## config.mk

```make
export PLATFORM = sky130hd
export DESIGN_NAME = vga_sync_gen
export DESIGN_NICKNAME = d
export VERILOG_FILES = /design/src/rtl/vga_sync_gen.sv
export SDC_FILE = /design/constraint.sdc
export NUM_CORES = 1
export LEC_CHECK = 0
export BUFFER_PORTS_ARGS = -buffer_cell sky130_fd_sc_hd__buf_2
export CORE_MARGIN = 2
export CORE_UTILIZATION = 45
export CTS_BUF_LIST = sky130_fd_sc_hd__clkbuf_8
export CTS_CLUSTER_SIZE = 16
export DETAILED_ROUTE_END_ITERATION = 6
export PLACE_DENSITY = 0.66
export SLEW_MARGIN = 10
export SYNTH_ARGS = -nofsm -noshare
export SYNTH_HDL_FRONTEND = slang
export SYNTH_SLANG_ARGS = --single-unit
export TNS_END_PERCENT = 10
```

## constraint.sdc

```tcl
create_clock -name clk -period 2.6 [get_ports clk]
set_clock_uncertainty 0.1 [all_clocks]
set_input_delay 0.13 -clock clk [delete_from_list [all_inputs] [get_ports clk]]
set_output_delay 0.13 -clock clk [all_outputs]
set_load 0.01 [all_outputs]
```

## src/rtl/vga_sync_gen.sv

```systemverilog
// VGA raster timing generator: pixel-rate divider, x/y raster counters and registered sync/blank.
// Define VGA_FRAME_TICK_EN to add the frame_tick output (one pulse at the start of vertical blank).

module vga_sync_gen #(
    parameter int PIX_DIV  = 4,
    parameter int H_ACTIVE = 640,
    parameter int H_FP     = 16,
    parameter int H_SYNC   = 96,
    parameter int H_BP     = 48,
    parameter int V_ACTIVE = 480,
    parameter int V_FP     = 10,
    parameter int V_SYNC   = 2,
    parameter int V_BP     = 33
) (
    input  logic       clk,
    input  logic       rst,
    output logic       hsync,
    output logic       vsync,
    output logic       bright,
    output logic [9:0] x,
    output logic [9:0] y,
    output logic       pix_en
`ifdef VGA_FRAME_TICK_EN
    ,
    output logic       frame_tick
`endif
);

    localparam int HT = H_ACTIVE + H_FP + H_SYNC + H_BP;
    localparam int VT = V_ACTIVE + V_FP + V_SYNC + V_BP;

    localparam logic [3:0] DIV_MAX  = 4'(PIX_DIV - 1);
    localparam logic [9:0] HT_M1    = 10'(HT - 1);
    localparam logic [9:0] VT_M1    = 10'(VT - 1);
    localparam logic [9:0] HA       = 10'(H_ACTIVE);
    localparam logic [9:0] VA       = 10'(V_ACTIVE);
    localparam logic [9:0] HS_START = 10'(H_ACTIVE + H_FP);
    localparam logic [9:0] HS_END   = 10'(H_ACTIVE + H_FP + H_SYNC);
    localparam logic [9:0] VS_START = 10'(V_ACTIVE + V_FP);
    localparam logic [9:0] VS_END   = 10'(V_ACTIVE + V_FP + V_SYNC);

    logic [3:0] div;
    logic [3:0] div_next;
    logic [9:0] x_next;
    logic [9:0] y_next;
    logic       bright_next;
    logic       hsync_next;
    logic       vsync_next;

    // Sync and blank are decoded from the upcoming position so they travel with x/y.
    always_comb begin
        div_next = (div == DIV_MAX) ? 4'd0 : div + 4'd1;
        x_next   = x + 10'd1;
        y_next   = y;
        if (x == HT_M1) begin
            x_next = '0;
            y_next = (y == VT_M1) ? 10'd0 : y + 10'd1;
        end
        bright_next = (x_next < HA) && (y_next < VA);
        hsync_next  = !((x_next >= HS_START) && (x_next < HS_END));
        vsync_next  = !((y_next >= VS_START) && (y_next < VS_END));
    end

    always_ff @(posedge clk) begin
        if (rst) begin
            div    <= '0;
            pix_en <= 1'b0;
            x      <= '0;
            y      <= '0;
            bright <= 1'b0;
            hsync  <= 1'b1;
            vsync  <= 1'b1;
        end else begin
            div    <= div_next;
            pix_en <= (div_next == DIV_MAX);
            if (pix_en) begin
                x      <= x_next;
                y      <= y_next;
                bright <= bright_next;
                hsync  <= hsync_next;
                vsync  <= vsync_next;
            end
        end
    end

`ifdef VGA_FRAME_TICK_EN
    always_ff @(posedge clk) begin
        if (rst) begin
            frame_tick <= 1'b0;
        end else begin
            frame_tick <= pix_en && (x == HT_M1) && (y_next == VA);
        end
    end
`endif

endmodule

```

# Word level (Yosys, flattened, before mapping)

Index checks and enable logic that the tools add are counted.

Bits in registers: 28
Latch bits: 0
Bits in writable memories: 0
ROM bits: 0
Output and inout port bits: 24
Logic and storage cells: 29
Memories kept: 0

Add/subtract/negate cells: 3
Multiply operators: 0
Divide/modulo/power cells: 0
Order comparisons: 6
Equality and inequality tests: 4
Shifts and indexed selects: 0
Muxes and demuxes: 4
Bitwise operators: 0
Reductions and logical operators: 5

Operators by type and width:

| kind                                                                   | count |
|---|---|
| 10-bit 2-to-1 mux                                                      | 3 |
| 10-bit by 1-bit adder with 10-bit output, second input constant        | 2 |
| 10-bit equality test, second input constant                            | 2 |
| 10-bit < comparator, second input constant                             | 2 |
| 10-bit by 9-bit < comparator with 1-bit output, second input constant  | 2 |
| 10-bit >= comparator, second input constant                            | 1 |
| 10-bit by 9-bit >= comparator with 1-bit output, second input constant | 1 |
| 4-bit by 2-bit equality test with 1-bit output, second input constant  | 2 |
| 4-bit by 1-bit adder with 4-bit output, second input constant          | 1 |
| 4-bit 2-to-1 mux                                                       | 1 |
| 1-bit logical AND                                                      | 3 |
| 1-bit logical NOT                                                      | 2 |

# Longest topological paths before layout

Word-level depth: 6
Gate-level depth with buffers: 9
Depth with buffers taken out: 8

# Worst setup path after synthesis

No wires, ideal clock.

Path kind: reg2reg
From: register x[0]
To: register y[4]
Data arrival time: 1.870 ns
Required time: 2.430 ns
Slack: 0.560 ns
Stages on the path, launching flop included: 9
Path buffers: 2
Path through: dfxtp_1 > ha_1 > and4_1 > buf_4 > and4_1 > buf_4 > nand2_2 > or4_1 > a21oi_1

Word-level cells in the longest chain between the ends: 2

Ends and longest elaborated chain:

| what                   | RTL line | RTL |
|---|---|---|
| from (decl)            | 20       | `output logic [9:0] x,` |
| from (signal assigned) | 77       | `x <= x_next;` |
| 10-bit equality test   | 55       | `if (x == HT_M1) begin` |
| 10-bit 2-to-1 mux      | 55       |  |
| to (signal assigned)   | 78       | `y <= y_next;` |
| to (decl)              | 21       | `output logic [9:0] y,` |

No other way between the ends.
A chain may end at the register's enable or synchronous reset.

# Worst setup path after layout

From: register x[0]
To: register vsync

Word-level cells in the longest chain between the ends: 5
Elaborated cells on any way between the ends: 6
Classes of those cells: order compare: 2; eq/ne: 1; mux: 1; reduce/logical: 2

Ends and longest elaborated chain:

| what                                                                                                              | RTL line | RTL |
|---|---|---|
| 10-bit equality test (*)                                                                                          | 55       |  |
| 10-bit 2-to-1 mux (*)                                                                                             | 55       |  |
| 10-bit by 9-bit >= comparator with 1-bit output or 10-bit by 9-bit < comparator with 1-bit output (tied branches) | 61       | `vsync_next = !((y_next >= VS_START) && (y_next < VS_END));` |
| 1-bit logical AND (*)                                                                                             | 61       |  |
| 1-bit logical NOT (*)                                                                                             | 61       |  |
| to (signal assigned)                                                                                              | 81       | `vsync <= vsync_next;` |
| to (decl)                                                                                                         | 18       | `output logic vsync,` |

Every way passes the cells marked *; elsewhere a longest branch is shown, timed or not.

==> results.md <==
* Initial Util at 46.01%
* Placer congestion estimate at 0.8532
* Worst r2r src: x[0]$_SDFFE_PP0P_
* Hold Path Origin: rst
* Worst setup EP type: flop
* Die Span Y at 64.72 um
* Peak VDD IR at 0.3206 mV
* Hold Crit Class: input port to flop
* Asr flop ratio synth at 0%
* CTS-repair resized insts at 0
* Post-route cell area at 1876 um2
* Overall via count from detail_route at 1569
* Vias in the first global route at 1356
* H-tree levels at 1
* Pwr Density at 398.5 nW/um2
* CTS tree: yes
* Sink Count at 28
* Unrepaired setup endpoints after global routing: no
* Number of port buffers at 25
* Num CTS Buffers at 3
* Final Hold Viols at 0
* Detail Route Antenna Nets at 0
* Cells after synthesis at 210
* Post-Route WL at 3.672 mm
* Post-CTS setup buffer count at 0
* Max Freq at 443.2 MHz
* Worst-Margin Slew at 0.5321 ns
* Sequential area share after synthesis at 33.79%
* Mapped cell area at 1659 um2
* Ys Warns at 0
* Nets at 239
* Root buffer cell: clkbuf_8
* Total power at 0.7475 mW
* Critical path launch point type: flop
* Avg WL per Cell at 13.16 um
* Final setup TNS at 0 ns
* Skew-Pair Late Insertion Delay at 0.27 ns
* Number of synthesized flops with an enable pin at 0
* Seq cells post-synth at 28
* Status: finished, final reports clean
* Diode count at 0
* Congestion Overflow GR at 0
* Syn nets at 217
* Hpwl dp at 2.570 mm
* Critical Path RT at 2.70 ns
* DRT iter0 DRCs at 150
* Largest net degree at the start of global routing at 30
* Setup Crit Path Kind: flop to flop
* Worst path arrival time at 2.35 ns
* Max-capacitance violation count at 0
* First-pass GRT wire length at 6.299 mm
* TritonRoute pass-1 iters at 4
* LEAKAGE at 0.7403 nW
* Die width at 64.72 um
* CTS Buffer Depth at 2
* Dpl cell area at 1821 um2
* Fin crit share at 86.78%
* Layout cells sized above 1 at 16.45%
* # hold bufs at CTS at 0
* Hold Slack at 0.2129 ns
* Drc violations at 0
* Vias per inst at 5.624
* Worst-path clk slew at 0.10 ns
* Min Tclk post-route at 2.256 ns
* Max-slew violations at 0
* Rows at 22
* Primary flip-flop cell chosen by synthesis mapping: dfxtp_1
* Initial antenna violation count at 0
* CP max FO at 11
* GRT Overall Usage at 18.62%
* I/O Pins at 26
* Area grow syn2layout at 13.05%
* Relative slew margins at 64.52%
* Die area at 4189 um2
* Crit path from: x[0]$_SDFFE_PP0P_
* Unique masters post-synth at 49
* Endpoints failing setup at 0
* Core Footprint at 3606 um2
* Syn Area/Cell at 7.900 um2
==> cell type report <==
| type | count | area (um2) |
|---|---|---|
| fill | 359 | 1730 |
| clock buffer | 4 | 55.05 |
| inverter | 4 | 15.01 |
| multi-input combinational | 166 | 1030 |
| timing repair buffer | 29 | 155.1 |
| tap | 48 | 60.06 |
| sequential | 28 | 560.5 |
==> synthesized netlist by cell type (2+ instances only) <==
| library cell | count | area share [%] |
|---|---|---|
| nor2_1 | 25 | 5.7 |
| xnor2_1 | 5 | 2.6 |
| inv_1 | 4 | 0.90 |
| nand4_1 | 3 | 1.1 |
| or3_1 | 3 | 1.1 |
| and4_1 | 3 | 1.6 |
| ha_1 | 5 | 3.8 |
| a32o_1 | 2 | 1.2 |
| and2_1 | 4 | 1.5 |
| nor4b_1 | 3 | 1.6 |
| nor3_1 | 5 | 1.5 |
| a21oi_1 | 18 | 5.4 |
| xor2_1 | 5 | 2.6 |
| a31oi_1 | 2 | 0.75 |
| mux2i_1 | 2 | 1.2 |
| and3_1 | 5 | 1.9 |
| nor2b_1 | 3 | 1.1 |
| nand3b_1 | 6 | 2.7 |
| buf_4 | 2 | 0.90 |
| nand2b_1 | 4 | 1.5 |
| dfxtp_1 | 28 | 34 |
| nand3_1 | 11 | 3.3 |
| o21ai_0 | 9 | 2.7 |
| clkbuf_1 | 8 | 1.8 |
| nand2_1 | 19 | 4.3 |
| o21ai_1 | 3 | 0.90 |
==> cells by family after synthesis <==
kind of cell | synth area share [%]
AND/OR/NAND/NOR | 35.37
AO/OA/AOI/OAI | 16.44
flip-flops | 33.79
buffers and inverters | 4.147
XOR/XNOR | 5.279
adder cells (fa/ha/maj) | 3.771
multiplexers | 1.207
==> final timing paths <==
path | endpoint | slack (ns) | cells past startpoint
hold / removal | x[7]$_SDFFE_PP0P_ | 0.21 | 2
setup / recovery | vsync$_SDFFE_PP1P_ | 0.34 | 7
setup reg to reg | vsync$_SDFFE_PP1P_ | 0.34 | 7
hold reg to reg | bright$_SDFFE_PP0P_ | 0.37 | 2
==> cells in the final DEF (no fill, tap or decap), types with 4 or more instances in the layout <==
master	count
dfxtp_1	28
nor2_1	25
buf_2	25
nand2_1	19
a21oi_1	18
nand3_1	11
o21ai_0	9
nand3b_1	6
xor2_1	5
and3_1	5
xnor2_1	5
nor3_1	5
ha_1	5
inv_1	4
nand2b_1	4
and2_1	4
clkbuf_8	4
buf_4	4
==> metrics by stage <==
| step | std cells | util, % | worst slack, ns |
|---|---|---|---|
| 6_report | 279 | 52.01 | 0.3437 |
| 5_1_grt | 279 | 52.01 | 0.1763 |
| 4_1_cts | 279 | 52.01 | 0.3477 |
| 3_5_place_dp | 275 | 50.49 | 0.3824 |
| 3_3_place_gp | 275 | 50.49 | 0.4218 |
| 2_1_floorplan | 210 | - | 0.5599 |
==> layer usage <==
layer,wire [um],vias to the layer above,track usage [%]
li1,-,795,-
met1,1854,729,27.26
met2,1618,43,28.22
met3,182,2,3.819
met4,17,0,3.723
met5,0,-,0
==> worst max-delay path: stages, from the launching register on <==
cell	delay [ns]
dfxtp_1	0.39
ha_1	0.21
and4_1	0.38
nand4_4	0.24
nor4_4	0.39
xnor2_1	0.13
o21a_1	0.19
a31oi_1	0.15
==> flip-flops by register name, summed over array words and instances, names as in the netlist <==
signal,flops
x,10
y,10
div,4
bright,1
hsync,1
pix_en,1
vsync,1
==> report_power, final <==
group          switching [mW]  leakage, nW  internal (mW)
Clock                   0.134       0.0288          0.136
Combinational          0.0223        0.485         0.0131
Sequential            0.00694        0.226          0.436
Total                   0.163        0.740          0.585
Note: power is estimated with default switching activity, not from simulation.
